## src/rtl/conversor_pkg.sv

```systemverilog
// Shared constants and state type for the sequential binary-to-BCD converter.
package conversor_pkg;

  localparam int LARGURA_ENTRADA = 20;
  localparam int NUM_DIGITOS     = 6;

  function automatic logic [63:0] maximo_decimal(input int digitos);
    logic [63:0] acc;
    acc = 64'd1;
    for (int i = 0; i < digitos; i++) acc = acc * 64'd10;
    return acc - 64'd1;
  endfunction

  localparam logic [63:0] VALOR_MAXIMO = maximo_decimal(NUM_DIGITOS);
  localparam logic [4*NUM_DIGITOS-1:0] BCD_SATURADO = {NUM_DIGITOS{4'h9}};

  typedef enum logic [1:0] {
    IDLE  = 2'd0,
    SHIFT = 2'd1,
    FIM   = 2'd2
  } estado_t;

endpackage

```

## src/rtl/ajuste_digito_bcd.sv

```systemverilog
// Double-dabble correction for one BCD digit: add 3 when the digit is 5 or more.
module ajuste_digito_bcd (
  input  logic [3:0] digito_i,
  output logic [3:0] digito_o
);

  assign digito_o = (digito_i >= 4'd5) ? digito_i + 4'd3 : digito_i;

endmodule

```

## src/rtl/conversor_binario_bcd.sv

```systemverilog
// Iterative binary-to-BCD converter (shift-and-add-3) with start/busy/done
// handshake; the published BCD word only changes on the final load edge.
module conversor_binario_bcd
  import conversor_pkg::*;
#(
  parameter int LARGURA_ENTRADA = conversor_pkg::LARGURA_ENTRADA,
  parameter int NUM_DIGITOS     = conversor_pkg::NUM_DIGITOS
) (
  input  logic                       clock,
  input  logic                       reset,
  input  logic                       start,
  input  logic [LARGURA_ENTRADA-1:0] binario,
  output logic [4*NUM_DIGITOS-1:0]   BCD,
  output logic                       busy,
  output logic                       done,
  output logic                       overflow
);

  localparam int LARGURA_BCD  = 4 * NUM_DIGITOS;
  localparam int LARGURA_CONT = $clog2(LARGURA_ENTRADA + 1);
  localparam logic [63:0] LIMITE = maximo_decimal(NUM_DIGITOS);
  localparam logic [LARGURA_BCD-1:0] SATURADO = {NUM_DIGITOS{4'h9}};

  estado_t                    estado_q;
  logic [LARGURA_BCD-1:0]     acc_q, acc_ajustado, acc_d;
  logic [LARGURA_ENTRADA-1:0] bin_q, bin_d;
  logic [LARGURA_CONT-1:0]    cont_q, cont_d;
  logic                       excedeu_q;
  logic [LARGURA_BCD-1:0]     bcd_q;
  logic                       busy_q, done_q, overflow_q;

  for (genvar g = 0; g < NUM_DIGITOS; g++) begin : g_ajuste
    ajuste_digito_bcd u_ajuste (
      .digito_i (acc_q[4*g +: 4]),
      .digito_o (acc_ajustado[4*g +: 4])
    );
  end

  // The MSB of the corrected accumulator falls off the top; unreachable for in-range inputs.
  assign acc_d  = (acc_ajustado << 1) | LARGURA_BCD'(bin_q[LARGURA_ENTRADA-1]);
  assign bin_d  = bin_q << 1;
  assign cont_d = cont_q - LARGURA_CONT'(1);

  always_ff @(posedge clock or posedge reset) begin
    if (reset) begin
      estado_q   <= IDLE;
      acc_q      <= '0;
      bin_q      <= '0;
      cont_q     <= '0;
      excedeu_q  <= 1'b0;
      bcd_q      <= '0;
      busy_q     <= 1'b0;
      done_q     <= 1'b0;
      overflow_q <= 1'b0;
    end else begin
      done_q <= 1'b0;
      case (estado_q)
        IDLE: begin
          if (start) begin
            bin_q     <= binario;
            acc_q     <= '0;
            excedeu_q <= (64'(binario) > LIMITE);
            cont_q    <= LARGURA_CONT'(LARGURA_ENTRADA);
            busy_q    <= 1'b1;
            estado_q  <= SHIFT;
          end
        end
        SHIFT: begin
          acc_q  <= acc_d;
          bin_q  <= bin_d;
          cont_q <= cont_d;
          if (cont_q == LARGURA_CONT'(1)) estado_q <= FIM;
        end
        FIM: begin
          bcd_q      <= excedeu_q ? SATURADO : acc_q;
          overflow_q <= excedeu_q;
          done_q     <= 1'b1;
          busy_q     <= 1'b0;
          estado_q   <= IDLE;
        end
        default: begin
          estado_q <= IDLE;
          busy_q   <= 1'b0;
        end
      endcase
    end
  end

  assign BCD      = bcd_q;
  assign busy     = busy_q;
  assign done     = done_q;
  assign overflow = overflow_q;

endmodule

```

## config.mk

```make
export PLATFORM = sky130hd
export DESIGN_NAME = conversor_binario_bcd
export DESIGN_NICKNAME = d
export VERILOG_FILES = /design/src/rtl/conversor_pkg.sv /design/src/rtl/ajuste_digito_bcd.sv /design/src/rtl/conversor_binario_bcd.sv
export SDC_FILE = /design/constraint.sdc
export NUM_CORES = 1
export LEC_CHECK = 0
export ABC_CLOCK_PERIOD_IN_PS = 7800
export CAP_MARGIN = 10
export CORE_ASPECT_RATIO = 0.7
export CORE_MARGIN = 2
export CORE_UTILIZATION = 59
export DETAILED_ROUTE_END_ITERATION = 10
export HOLD_SLACK_MARGIN = 0.12
export PLACE_DENSITY = 0.9
export SYNTH_ARGS = -nofsm -noshare
export SYNTH_HDL_FRONTEND = slang
export SYNTH_SLANG_ARGS = --single-unit
export TNS_END_PERCENT = 30
```

## constraint.sdc

```tcl
create_clock -name clock -period 7.8 [get_ports clock]
set_clock_uncertainty 0.15 [all_clocks]
set_input_delay 1.56 -clock clock [delete_from_list [all_inputs] [get_ports clock]]
set_output_delay 1.56 -clock clock [all_outputs]
set_load 0.03 [all_outputs]
```

==> metrics <==
status=completed; Leakage=1.99 nW; syn nets=408; CP Buf/Inv Count=1; TritonCTS Buffers=9; clk_lat worst skew=0.35 ns; post-CTS sizing=0; CTS tree=yes; Worst-path clk slew=around 0.07 ns; routability cong.=0.790; type of origin of the critical path=primary input; crit path kind=in -> reg; global-route wire length before repair=13500 microns; Worst-Margin Slew=0.966 ns; mean routed wirelength per cell=between 15 and 20 microns; total negative slack=0 ns; largest net degree at the start of global routing=80; Initial Util=around three fifths; post-synthesis cell area=3750 sq um; unrepaired setup endpoints after global routing=false; Root Driver=clkbuf_8; Critical Path AT=about 3.5 ns; Seq/Total Area, Yosys=52.8%; Syn. warnings=0; PnR worst setup slack=4.40 ns; Detailed Route WL=between 8000 and 9000 microns; max_cap viols=0; Gate power share=40.2%; Chip Height=slightly above 70 microns; DRT Pass-1 Iters=7; Int Pwr=1.04 mW; gr ovfl total=0; max frequency=slightly below 300 MHz; footprint of the multi-input gates=between 1500 and 2000 sq um; input/output buffers=49; Worst Path Max Fanout=14; Hold Fails Final Rpt=0; Fillers=431; Clock power frac=19.1%; Max-slew headroom=35.6%; DP Worst Slack=4.09 ns; Setup crit start=start; Crit. End Element=register; Nets=approximately 450; Finish-stage setup viols=0; Vias per Instance=5.88; Reg area=about 2000 sq um; Worst Path Required=7.90 ns; Via Count=2889; sequential share of power=40.8%; all-layer global routing usage=24.6%; sw power=0.660 mW; Distinct cells, synth=37; diode count=0; core area=6190 sq um; worst flop-to-flop path startpoint=estado_q[0]; setup bufs post-CTS=0; Row Count=24; post-synthesis cell count=approximately 370; Tmin final=~3.4 ns; Max Transition Viols Final=0; Die Area=7020 sq um; Clock Path Buffers=2; Worst path top cell family by delay=simple AND/OR/NAND/NOR gates; Max H-tree Level=3; Sw Share=~39%; Hold Crit Class=reg -> reg; pwr dens=~380 nW/um^2; CP cell instances=clkdlybuf4s50_1 -> nor2b_1 -> nand2b_1 -> o41ai_2; FF+latch count, synth=79; final worst path period share=43.5%; antenna violations before repair=0; Mapped Avg Cell Area=10.1 sq um; vias in the first global route=around 2900; CP max stage delay=0.67 ns; Peak supply drop=0.166 mV; Residual DRC=0; DP Wirelength=just over 5000 microns; Ports=50; HP Start=BCD[11]; Iter 0 DRT Violations=197; Critical Path Slowest Stage Cell=clkdlybuf4s50_1; CTS Hold Bufs=0; Sink Count=79; remaining antenna violation count after routing=0; ratio of cells with drive above 1 in the final layout=just over 5%; total power=between 1.5 and 2 mW; Die X=99.3 microns; Area growth syn-to-layout=18.7%
-- layer usage --
| layer | global-route usage, % | share of wire, % | wire [microns] | vias up |
|---|---|---|---|---|
| met4 | 8.37 | 1.6 | 127 | 0 |
| met3 | 7.81 | 6.2 | 501 | 15 |
| met2 | 39.0 | 48 | 3840 | 95 |
| li1 | - | - | - | 1382 |
| met5 | 0 | 0 | 0 | - |
| met1 | 32.7 | 44 | 3580 | 1397 |
-- worst paths after layout --
path | endpoint | slack [ns] | cells after the start
max | excedeu_q | 4.40 | 4
min | BCD[11] | 0.33 | 2
max reg2reg | cont_q[3] | 5.02 | 4
min reg2reg | BCD[11] | 0.33 | 2
max in group asynchronous | acc_q[11] | 5.21 | 3
min in group asynchronous | BCD[22] | 1.69 | 3
-- cells by family after synthesis --
kind of cell / count (synthesis) / synth area share (%)
compound gates: 115 / 19.2
flops: 79 / 52.8
mux: 7 / 1.90
simple gates: 105 / 14.3
fa+ha+maj: 14 / 4.67
buf+inv: 42 / 5.04
xor+xnor: 9 / 2.10
-- sequential cells by signal, indices dropped and copies added (netlist names) --
register	cells
bin_q	20
done	1
busy	1
cont_q	5
excedeu_q	1
BCD	24
acc_q	24
overflow	1
estado_q	2
-- layout make-up --
class                           count  area share [%]
Tap cell                           78            2.19
Inverter                           16            1.35
Clock inverter                      6            1.94
Timing Repair Buffer               53            11.7
Sequential cell                    79            44.5
Multi-Input combinational cell    250            35.6
Clock buffer                        9            2.79
-- Yosys cell counts --
cell type	instances	share of area (%)
nor3b_1	2	0.40
or4_1	2	0.40
nor4b_1	2	0.47
a22oi_1	7	1.4
a22o_1	7	1.6
a21oi_1	21	2.8
mux2_1	1	0.30
xor2_1	3	0.70
clkbuf_1	10	1.0
a211oi_1	1	0.20
nor3_1	2	0.27
o31ai_1	12	2.4
mux2i_1	6	1.6
buf_4	2	0.40
nand4_1	1	0.17
dfrtp_1	79	53
nor2b_1	3	0.50
buf_6	1	0.30
inv_1	16	1.6
and3b_1	12	2.8
nand3_1	1	0.13
a32o_1	6	1.6
ha_1	14	4.7
nor2_1	17	1.7
o22ai_1	9	1.5
nand2_1	46	4.6
nand2b_1	15	2.5
xnor2_1	6	1.4
o41ai_2	1	0.43
and2_1	1	0.17
buf_2	13	1.7
o31a_1	1	0.23
a31oi_1	1	0.17
or2_1	1	0.17
o32ai_1	3	0.70
o21ai_1	19	2.5
o21ai_0	27	3.6
-- worst min-delay path: cells and delay by family, from the launching register on --
family	cells	cell delay (ns)
simple gates	1	0.04
compound gates	1	0.06
flops	1	0.34
-- per-stage QoR --
step,hold slack (ns),std cells,area (sq um),utilization [%]
after floorplan,0.296,371,3750,-
after global placement,0.309,476,4240,68.5
after detailed placement,0.319,476,4240,68.5
after CTS,0.338,491,4450,71.9
after global routing,0.361,491,4450,71.9
final,0.330,491,4450,71.9
-- power by group through the flow --
| stage | sequential [mW] | combinational (mW) | clock [mW] |
|---|---|---|---|
| finish | 0.693 | 0.684 | 0.324 |
| global placement | 0.684 | 0.639 | 0 |
| floorplan | 0.721 | 0.447 | 0 |
| CTS | 0.690 | 0.685 | 0.327 |
| global route | 0.716 | 0.758 | 0.342 |
| detailed placement | 0.694 | 0.678 | 0 |
-- layout by cell type (no fill, tap or decap), drive strengths merged, types with 12 or more instances in the layout --
master,instances
clkdlybuf4s50,49
and3b,12
nand2,46
nor2,17
a21oi,21
dfrtp,79
o31ai,12
o21ai,46
nand2b,15
inv,16
ha,14
Power figures use the tool's default switching activity.
